File: src/rtl/binary_to_bcd.sv
// Iterative double-dabble converter: one binary bit per clock into four held BCD
// digits, saturating at 9999 with an overflow flag.

module bcd_add3 (
  input  logic [3:0] nib,
  output logic [3:0] adj
);
  assign adj = (nib >= 4'd5) ? nib + 4'd3 : nib;
endmodule

module binary_to_bcd #(
  parameter int BIN_WIDTH = 14
) (
  input  logic                 clk,
  input  logic                 rst,
  input  logic [BIN_WIDTH-1:0] value,
  input  logic                 start,
  output logic                 busy,
  output logic                 done,
  output logic                 overflow,
  output logic [3:0]           digit0,
  output logic [3:0]           digit1,
  output logic [3:0]           digit2,
  output logic [3:0]           digit3
);
  localparam int CW = $clog2(BIN_WIDTH + 1);

  typedef enum logic {IDLE, SHIFT} state_t;

  state_t               state;
  logic [BIN_WIDTH-1:0] bin_sr;
  logic [3:0][3:0]      bcd_sr;
  logic [3:0][3:0]      bcd_adj;
  logic [15:0]          adj_flat;
  logic [3:0][3:0]      bcd_next;
  logic [CW-1:0]        cnt;
  logic                 ovf;
  logic [31:0]          value_ext;

  for (genvar i = 0; i < 4; i++) begin : g_nib
    bcd_add3 u_add3 (.nib(bcd_sr[i]), .adj(bcd_adj[i]));
  end

  assign adj_flat  = bcd_adj;
  assign bcd_next  = {adj_flat[14:0], bin_sr[BIN_WIDTH-1]};
  assign value_ext = 32'(value);

  always_ff @(posedge clk or posedge rst) begin
    if (rst) begin
      state    <= IDLE;
      bin_sr   <= '0;
      bcd_sr   <= '0;
      cnt      <= '0;
      ovf      <= 1'b0;
      busy     <= 1'b0;
      done     <= 1'b0;
      overflow <= 1'b0;
      digit0   <= '0;
      digit1   <= '0;
      digit2   <= '0;
      digit3   <= '0;
    end else begin
      done <= 1'b0;
      case (state)
        IDLE: begin
          if (start) begin
            bin_sr <= value;
            bcd_sr <= '0;
            cnt    <= CW'(BIN_WIDTH);
            ovf    <= (value_ext > 32'd9999);
            busy   <= 1'b1;
            state  <= SHIFT;
          end
        end
        SHIFT: begin
          bin_sr <= bin_sr << 1;
          bcd_sr <= bcd_next;
          cnt    <= cnt - CW'(1);
          // Final shift: publish straight from the combinational result.
          if (cnt == CW'(1)) begin
            state    <= IDLE;
            busy     <= 1'b0;
            done     <= 1'b1;
            overflow <= ovf;
            digit0   <= ovf ? 4'd9 : bcd_next[0];
            digit1   <= ovf ? 4'd9 : bcd_next[1];
            digit2   <= ovf ? 4'd9 : bcd_next[2];
            digit3   <= ovf ? 4'd9 : bcd_next[3];
          end
        end
        default: state <= IDLE;
      endcase
    end
  end
endmodule

File: config.mk
export PLATFORM = sky130hd
export DESIGN_NAME = binary_to_bcd
export DESIGN_NICKNAME = d
export VERILOG_FILES = /design/src/rtl/binary_to_bcd.sv
export SDC_FILE = /design/constraint.sdc
export NUM_CORES = 1
export LEC_CHECK = 0
export BUFFER_PORTS_ARGS = -buffer_cell sky130_fd_sc_hd__clkbuf_2
export CAP_MARGIN = 25
export CORE_ASPECT_RATIO = 0.75
export CORE_MARGIN = 3
export CORE_UTILIZATION = 45
export DETAILED_ROUTE_END_ITERATION = 10
export SLEW_MARGIN = 10
export SYNTH_ARGS = -nofsm -noshare
export SYNTH_HDL_FRONTEND = slang
export SYNTH_HIERARCHICAL = 1
export SYNTH_SLANG_ARGS = --single-unit
File: constraint.sdc
create_clock -name clk -period 1.95 [get_ports clk]
set_input_delay 0 -clock clk [delete_from_list [all_inputs] [get_ports clk]]
set_output_delay 0 -clock clk [all_outputs]
set_load 0.1 [all_outputs]
---- Word level (Yosys, flattened, before mapping) ----
Index checks and enable logic that the tools add are counted.
word-level totals
  flip-flop bits (word level) ............. 55
  input port bits ......................... 17
  output and inout port bits .............. 19
  word-level logic and storage cells ...... 54
cells by class
  add/sub/neg operators ................... 5
  magnitude comparators ................... 5
  equality and inequality tests ........... 3
  mux-type cells .......................... 22
  bitwise operators ....................... 1
  reduce and logical (&&, ||, !) cells .... 3
operators by type and width
  operator              number
  $mux 4                8
  $pmux 16 s2           1
  $pmux 14 s2           1
  $ge 4x3->1 const B    4
  $mux 16               1
  $gt 14x14->1 const B  1
  $mux 14               1
  $add 4x2->4 const B   3
  $pmux 4 s2            1
  $mux 1                6
  $reduce_and 2->1      3
  $eq 4x1->1 const B    1
  $pmux 1 s2            2
  $sub 4x1->4 const B   1
  $add 3x2->3 const B   1
  $mux 3                1
  $ne 2x1->1 const B    1
  $ne 2x2->1 const B    1
  $not 1->1             1

---- Logic depth before layout (Yosys ltp) ----
Gate-level depths: netlist of run 1.
  depth after elaboration ................. 3
  mapped depth ............................ 8
  depth with buffers taken out ............ 7

---- Cells and area by module ----
Netlist of run 1, hierarchy kept.
modules (own cells, without submodules)
  module         times used  cells each  area an instance (um^2)  sequential area each (um^2)
  binary_to_bcd  1           213         2304.7                   1376.3
  bcd_add3       4           16          101.3                    0.0

---- Worst setup path after synthesis of run 1 ----
No wires, ideal clock.
  path kind ............................... reg2reg
  start ................................... reg bcd_sr[8] (netlist name)
  end ..................................... reg bcd_sr[10] (netlist name)
  library setup time ...................... 0.121 ns
  data arrival time ....................... 1.253 ns
  required time ........................... 1.829 ns
  setup slack ............................. 0.576 ns
  stages on the path, launching flop included .. 6
  buffers on the path ..................... 0
  period minus slack after synthesis ...... 1.374 ns
  path through ............................ dfrtp_1 -> ha_1 -> nand2b_1 -> a21oi_2 -> mux2i_1 -> a22o_1
on the way
  longest elaborated chain between the ends .. 3
  elaborated cells between the ends (all ways) .. 4
  those cells by class .................... add/sub: 1; order compare: 1; mux: 2
RTL lines
  what                                       line  text
  start, declared                            32    logic [3:0][3:0] bcd_sr;
  start signal, assigned                     77    bcd_sr <= bcd_next;
  $add 4x2->4 or $ge 4x3->1 (tied branches)  8     assign adj = (nib >= 4'd5) ? nib + 4'd3 : nib;
  $mux 4 *                                   8
  net adj_flat[9]                            34    logic [15:0] adj_flat;
  $pmux 16 s2 *                              64    case (state)
The timed path passes the listed nets; every way through them passes the cells marked *.
A chain may end at the register's enable or synchronous reset.

---- Worst setup path after layout of run 1 ----
  start ................................... reg state
  end ..................................... reg ovf
on the way
  longest elaborated chain between the ends .. 2
RTL lines
  what                               line  text
  start, declared                    30    state_t state;
  start signal, assigned             50    state <= IDLE;
  start signal, assigned             72    state <= SHIFT;
  start signal, assigned             81    state <= IDLE;
  $not 1->1 (no source line)         -
  $reduce_and 2->1 (no source line)  -
  end signal, assigned               70    ovf <= (value_ext > 32'd9999);
  end, declared                      37    logic ovf;
Every way passes these cells.

==> results of run 1 <==
layout by cell type (no fill, tap or decap), drive strengths merged, types with 4 or more instances in the layout:
| cell | n |
|---|---|
| o21ai | 31 |
| dfrtp | 55 |
| a21oi | 7 |
| nand2 | 67 |
| dlygate4sd3 | 9 |
| inv | 12 |
| nor3 | 4 |
| mux2i | 19 |
| buf | 7 |
| a22o | 12 |
| xnor2 | 6 |
| nand2b | 11 |
| nor2 | 10 |
| clkbuf | 41 |
| nand3b | 8 |
| ha | 10 |
sequential cells by signal, indices dropped and copies added, names as in the netlist:
signal / count
bcd_sr: 16
bin_sr: 14
cnt: 4
digit0: 4
digit1: 4
digit2: 4
digit3: 4
busy: 1
done: 1
overflow: 1
ovf: 1
state: 1
metal layers:
layer | track usage (%) | share of wire (%) | up-vias
met5 | 0 | 0 | -
met4 | 3.840 | 0.78 | 0
met3 | 4.021 | 3.9 | 4
met2 | 26.07 | 41 | 31
met1 | 25.50 | 54 | 920
li1 | - | - | 995
critical path: stages, from the launching register on:
cell,delay [ns]
dfrtp_1,0.44
buf_6,0.22
nor2b_2,0.19
mux2i_1,0.20
a31oi_1,0.06
dlygate4sd3_1,0.56
worst min-delay path by stage:
stage	from	end	slack, ns	cells after the start
CTS	value[6]	bin_sr[6]$_DFFE_PP0P_	0.005	3
finish	value[6]	bin_sr[6]$_DFFE_PP0P_	0.007	3
global route	value[13]	bin_sr[13]$_DFFE_PP0P_	0.02	3
global placement	rst	bin_sr[9]$_DFFE_PP0P_	0.08	2
detailed placement	rst	bin_sr[9]$_DFFE_PP0P_	0.07	2
floorplan	value[0]	bin_sr[0]$_DFFE_PP0P_	0.16	2
layout make-up:
class / instances / area, µm² / area share, %
clock inverter: 2 / 35.03 / 1.117
clock buffer: 6 / 82.58 / 2.633
multi-input combinational: 191 / 1167 / 37.22
timing repair buffer: 51 / 334.1 / 10.65
inverter: 12 / 47.55 / 1.516
tap: 75 / 93.84 / 2.992
sequential: 55 / 1376 / 43.88
per-stage QoR:
| stage | cells | hold WS, ns | setup slack, ns |
|---|---|---|---|
| 2_1_floorplan | 273 | 0.1563 | 0.5763 |
| 3_3_place_gp | 375 | 0.07686 | 0.4618 |
| 3_5_place_dp | 375 | 0.07189 | 0.4701 |
| 4_1_cts | 392 | 0.004562 | 0.1201 |
| 5_1_grt | 392 | 0.01838 | 0.06864 |
| 6_report | 392 | 0.007409 | 0.1722 |
repair_timing:
item                                   in CTS  in global routing
gates resized for setup                     0                  1
setup endpoints to repair                   0                  1
hold buffers                                9                  0
endpoints found under the hold margin      30                  0
setup buffers                               0                  0
==> results by group, run 1 <==
Synthesis
  – Post-Synthesis Cells: 273
  – Avg Cell Area, Syn: 9.854 µm²
  – Synthesized area: 2690 µm²
  – Mapped Nets: 300
  – Yosys warns: 6

Route
  – Drt pass-1 iters: 4
  – Routed WL: 5246 µm
  – WL per Instance: 13.38 µm
  – Routed Antenna Nets: 0
  – Vias per cell: 4.974
  – Vias: 1950
  – # DRC: 0
  – Iteration-0 DRC count of the detailed router: 89

Layout
  – Ant. Diodes: 0
  – Final #Nets: 343
  – Share of cells above drive strength 1: 18.30%
  – Final Core Density: 56.48%
  – Area grow syn2layout: 16.60%
  – Fill cell count: 501
  – Final Cell Area: 3137 µm²

Timing
  – Final Hold Fails: 0
  – Clock period minus final worst setup slack: 1.778 ns
  – Fin Setup TNS: 0 ns
  – Worst-Margin Slew: 0.5667 ns
  – Skew final: 0.007308 ns
  – RSZ-0062 raised after global routing: false
  – Tcrit/Tclk final: 91.17%
  – Slew Limit Fails: 0
  – Endpoints failing setup: 0
  – Fmax: 0.5625 GHz
  – Worst slew margin: 62.17%

Setup path
  – WP data arrival: 1.96 ns
  – Reg2reg start: state$_DFF_PP0_
  – Reg-to-reg critical path endpoint: ovf$_DFFE_PP0P_
  – Crit Path Class: reg -> reg
  – FF-to-FF setup slack: 0.17 ns
  – Critical Path Start: state$_DFF_PP0_
  – CP required: 2.14 ns
  – CP endpoint: ovf$_DFFE_PP0P_
  – Crit path capture type: flop
  – Worst-path fanout max: 41
  – Cells on worst reg2reg path: 5
  – Worst setup SP type: flop

Clocking
  – Max Buffers Root-to-Sink: 2
  – Clock Latency Late Sink: 0.30 ns
  – CTS tree: built
  – Sink Count: 55
  – Clock slew at reported path FFs: 0.10 ns
  – CTS Buf Count: 5
  – Clk Tree Root Cell: clkbuf_8
  – # H-tree levels: 2

Placement
  – Post-DP HPWL: 3640 µm
  – GP Congestion: 0.7787
  – PortBufs: 35
  – Placed cell areas: 2925 µm²

GRT
  – Vias in the first global route: 1895
  – GR Overflow Total: 0
  – Global-route wire length before repair: 9280 µm
  – Initial antenna violation count: 0
  – Largest net degree at the start of global routing: 42
  – Tot GR Track Use: 17.31%

Floorplan
  – Initial Util: 48.43%
  – Die width: 95.28 µm
  – Site row count: 23
  – Core area: 5554 µm²
  – Die area: 6952 µm²
  – Io pins: 36
  – Die Y-Extent: 72.96 µm

Flow run
  – Max Cap Viol: 0

Worst hold path
  – Hold Crit Class: in -> reg

Outcome
  – Status: finished, final reports clean
Power of run 1 is not shown: default switching activity piles up to over one toggle a cycle in this logic, so the estimate is an artifact.
==> run 2: changes to the inputs <==
BUFFER_PORTS_ARGS = -buffer_cell sky130_fd_sc_hd__buf_2   (was -buffer_cell sky130_fd_sc_hd__clkbuf_2)
==> run 2 against run 1 <==
Final cell count fell by 0.77%. Critical path depth rose by 1. Final area fell by 1.6%. Global-route usage fell by 0.50 points. Via count fell by 0.67%. Sequential share of layout area rose by 0.69 points. Wire length fell by 1.7%. Register-to-register slack improved by 0.21 ns.
==> results by group, run 2 (same netlist as run 1, synthesis figures left out) <==
Layout
  – Area grow syn2layout: 14.79%
  – Ant. Diodes: 0
  – Post-Layout Cell Count: 389
  – Most common library cell in the layout ignoring fill and taps: nand2_1
  – Multi-input logic area: 1167 µm²
  – Share of cells above drive strength 1: 17.83%
  – Most frequent cells in the layout: nand2_1, dfrtp_1, buf_2
  – Max reg flops: 16
  – Fill cell count: 537
  – Top flop regs: bcd_sr x16, bin_sr x14
  – Sequential cell area: 1376 µm²
  – Final Cell Area: 3088 µm²
  – Top reg by flops: bcd_sr
  – Final #Nets: 340

Clocking
  – Clock slew at reported path FFs: 0.09 ns
  – CTS Buf Count: 5
  – # H-tree levels: 2
  – CTS tree: built
  – Clock Latency Late Sink: 0.30 ns
  – Max Buffers Root-to-Sink: 2
  – Clk Tree Root Cell: clkbuf_8
  – Sink Count: 55

Setup path
  – Crit path capture type: flop
  – Worst setup SP type: input port
  – CP endpoint: ovf$_DFFE_PP0P_
  – CP required: 2.19 ns
  – Cells on worst reg2reg path: 4
  – FF-to-FF setup slack: 0.38 ns
  – Critical Path Start: value[9]
  – WP data arrival: 1.95 ns
  – Crit Path Class: in -> reg
  – Reg2reg start: state$_DFF_PP0_
  – Worst-path fanout max: 2
  – Reg-to-reg critical path endpoint: ovf$_DFFE_PP0P_

Placement
  – GP Congestion: 0.7876
  – Post-DP HPWL: 3566 µm
  – Placed cell areas: 2918 µm²
  – PortBufs: 35
  – Placed cells: 374

Timing
  – Endpoints failing setup: 0
  – Worst slew margin: 65.64%
  – Fmax: 0.5839 GHz
  – RSZ-0062 raised after global routing: false
  – Fin Setup TNS: 0 ns
  – Final Hold Fails: 0
  – Clock period minus final worst setup slack: 1.713 ns
  – Tcrit/Tclk final: 87.82%
  – Skew final: 0.007464 ns
  – Slew Limit Fails: 0
  – Worst-Margin Slew: 0.5154 ns

Floorplan
  – Initial Util: 48.43%
  – Core area: 5554 µm²
  – Site row count: 23
  – Die area: 6952 µm²
  – Io pins: 36
  – Die Y-Extent: 72.96 µm
  – Die width: 95.28 µm

GRT
  – Initial antenna violation count: 0
  – GR Overflow Total: 0
  – Global-route wire length before repair: 9163 µm
  – Vias in the first global route: 1916
  – Largest net degree at the start of global routing: 41
  – Tot GR Track Use: 16.81%

Worst hold path
  – Hold Crit Class: in -> reg

Route
  – WL per Instance: 13.26 µm
  – Drt pass-1 iters: 4
  – Vias: 1937
  – Iteration-0 DRC count of the detailed router: 56
  – # DRC: 0
  – Vias per cell: 4.979
  – Routed WL: 5157 µm
  – Routed Antenna Nets: 0

Flow run
  – Max Cap Viol: 0

Outcome
  – Status: finished, final reports clean
## run 2: metrics by stage
| step | setup slack, ns | utilization (%) | hold slack, ns |
|---|---|---|---|
| global route | 0.1721 | 55.60 | 0.006609 |
| CTS | 0.2370 | 55.60 | 0.007646 |
| global placement | 0.4443 | 52.53 | 0.07216 |
| finish | 0.2374 | 55.60 | 0.007268 |
| floorplan | 0.5763 | - | 0.1563 |
| detailed placement | 0.4257 | 52.53 | 0.06590 |
## run 2: repair_timing
item                      in CTS  in global routing
hold buffers                   7                  0
buffers inserted               0                  0
resized for setup              0                  0
hold endpoints to repair      26                  0
## run 2: final cells by class
class / count / area share [%]
clock buffer: 8 / 3.241
inverter: 12 / 1.540
multi-input combinational: 191 / 37.80
sequential: 55 / 44.57
tap: 75 / 3.039
timing repair buffer: 48 / 9.806
## run 2: worst min path at each step
| stage | startpoint | to | slack (ns) | cells past startpoint |
|---|---|---|---|---|
| floorplan | value[0] | bin_sr[0]$_DFFE_PP0P_ | 0.16 | 2 |
| global placement | rst | bin_sr[8]$_DFFE_PP0P_ | 0.07 | 2 |
| detailed placement | rst | bin_sr[8]$_DFFE_PP0P_ | 0.07 | 2 |
| CTS | value[8] | bin_sr[8]$_DFFE_PP0P_ | 0.008 | 3 |
| global route | value[13] | bin_sr[13]$_DFFE_PP0P_ | 0.007 | 3 |
| finish | value[8] | bin_sr[8]$_DFFE_PP0P_ | 0.007 | 3 |
## run 2: critical path: stages
cell and delay, ns:
dlygate4sd3_1 0.52, buf_2 0.11, nand4_1 0.06, dlygate4sd3_1 0.56, a31oi_1 0.15, dlygate4sd3_1 0.55
## run 2: metal layers
metal,part of all wire (%),GRT usage [%],vias up
met4,0.91,4.800,0
li1,-,-,984
met5,0,0,-
met1,52,24.32,921
met2,43,25.21,28
met3,4.1,4.021,4
Power of run 2 is left out for the same reason.
==> run 3: changes to the inputs <==
clock period = 1.97 ns   (was 1.95 ns; I/O delays follow)
==> run 3 against run 2 <==
The flow now finishes with violations (negative hold slack). Hold slack got worse by 0.0082 ns. Register-to-register slack better by 0.04 ns. Via count decreased by 0.62%. Global-route usage fell by 0.19 points. Non-clock buffer count is 1 higher. Highest routed layer unchanged. Final cell count unchanged. Worst setup slack gained 0.0050 ns.
==> results by group, run 3 (same netlist as run 1, synthesis figures left out) <==
Timing
  – RSZ-0062 raised after global routing: false
  – Worst slew margin: 66.96%
  – Tcrit/Tclk final: 87.69%
  – Clock period minus final worst setup slack: 1.728 ns
  – Fin Setup TNS: 0 ns
  – Skew final: 0.006850 ns
  – Slew Limit Fails: 0
  – Fmax: 0.5789 GHz
  – Endpoints failing setup: 0
  – Worst-Margin Slew: 0.4957 ns
  – Final Hold Fails: 1
  – Hold WS: -0.0009212 ns

Worst hold path
  – Hold Path End: bin_sr[7]$_DFFE_PP0P_
  – Hold Crit Class: in -> reg
  – Hold_sp: value[7]
  – Hold path depth: 3

Floorplan
  – Core area: 5554 µm²
  – Initial Util: 48.43%
  – Io pins: 36
  – Die area: 6952 µm²
  – Die Y-Extent: 72.96 µm
  – Die width: 95.28 µm
  – Site row count: 23

Route
  – Iteration-0 DRC count of the detailed router: 83
  – Vias: 1925
  – WL per Instance: 13.02 µm
  – Routed Antenna Nets: 0
  – Drt pass-1 iters: 4
  – Vias per cell: 4.949
  – # DRC: 0
  – Routed WL: 5065 µm

GRT
  – Initial antenna violation count: 0
  – Vias in the first global route: 1832
  – GR Overflow Total: 0
  – Tot GR Track Use: 16.62%
  – Global-route wire length before repair: 8935 µm
  – Largest net degree at the start of global routing: 56

Layout
  – Fill cell count: 514
  – Max reg flops: 16
  – Most common library cell in the layout ignoring fill and taps: nand2_1
  – Final #Nets: 341
  – Top flop regs: bcd_sr x16, bin_sr x14
  – Ant. Diodes: 0
  – Area grow syn2layout: 15.26%
  – Top reg by flops: bcd_sr
  – Share of cells above drive strength 1: 17.52%
  – Most frequent cells in the layout: nand2_1, dfrtp_1, buf_2

Clocking
  – # H-tree levels: 2
  – Clock Latency Late Sink: 0.31 ns
  – Clock slew at reported path FFs: 0.09 ns
  – Max Buffers Root-to-Sink: 2
  – # resized after CTS: 0
  – Clk Tree Root Cell: clkbuf_8
  – Sink Count: 55
  – CTS tree: built
  – CTS Buf Count: 5

Setup path
  – Reg2reg start: ovf$_DFFE_PP0P_
  – WP data arrival: 1.98 ns
  – FF-to-FF setup slack: 0.42 ns
  – Cells on worst reg2reg path: 3
  – Reg-to-reg critical path endpoint: ovf$_DFFE_PP0P_
  – Worst setup SP type: input port
  – CP required: 2.22 ns
  – Worst-path fanout max: 2
  – Crit Path Class: in -> reg
  – Crit path capture type: flop

Outcome
  – Status: finished with violations
  – Failing checks: negative hold slack

Placement
  – Post-DP HPWL: 3476 µm
  – PortBufs: 35
  – GP Congestion: 0.7834

Flow run
  – Max Cap Viol: 0
==> run 3: per-stage QoR <==
| stage | setup slack (ns) | instance area [µm²] | hold slack, ns | cells | utilization [%] |
|---|---|---|---|---|---|
| 2_1_floorplan | 0.5963 | 2690 | 0.1563 | 273 | - |
| 3_3_place_gp | 0.4592 | 2918 | 0.08075 | 374 | 52.53 |
| 3_5_place_dp | 0.4316 | 2918 | 0.07899 | 374 | 52.53 |
| 4_1_cts | 0.2636 | 3100 | 0.002322 | 389 | 55.82 |
| 5_1_grt | 0.1549 | 3100 | 0.01101 | 389 | 55.82 |
| 6_report | 0.2425 | 3100 | -0.0009212 | 389 | 55.82 |
==> run 3: cell type report <==
type,instances,area [µm²],share of cell area (%)
multi-input combinational,191,1167,37.65
timing repair buffer,49,312.8,10.09
inverter,12,47.55,1.533
sequential,55,1376,44.39
clock buffer,6,72.57,2.341
tap,75,93.84,3.027
clock inverter,1,30.03,0.9685
==> run 3: how the worst max path moves through the flow <==
stage	to	from	cells after the start	slack [ns]
floorplan	bcd_sr[10]$_DFFE_PP0P_	bcd_sr[8]$_DFFE_PP0P_	5	0.60
detailed placement	digit0[2]$_DFFE_PP0P_	bcd_sr[0]$_DFFE_PP0P_	6	0.43
CTS	ovf$_DFFE_PP0P_	value[7]	6	0.26
global placement	digit0[2]$_DFFE_PP0P_	bcd_sr[0]$_DFFE_PP0P_	6	0.46
global route	ovf$_DFFE_PP0P_	value[9]	6	0.15
finish	ovf$_DFFE_PP0P_	value[9]	6	0.24
==> run 3: layer usage <==
metal	part of all wire [%]	track usage [%]	vias to the layer above	wire length (µm)
li1	-	-	986	-
met1	54	24.92	894	2742
met2	40	23.43	37	2007
met3	4.9	4.227	8	248
met4	1.3	5.280	0	68
met5	0	0	-	0
==> run 3: worst max-delay path, stage by stage <==
cell	delay (ns)
dlygate4sd3_1	0.53
buf_2	0.11
nand4_1	0.06
dlygate4sd3_1	0.56
a31oi_1	0.15
dlygate4sd3_1	0.56
==> run 3: what timing repair did <==
| action | in CTS | in global routing |
|---|---|---|
| hold endpoints to repair | 60 | 0 |
| hold buffers | 8 | 0 |
| buffers inserted | 0 | 0 |
Power of run 3 is left out for the same reason.
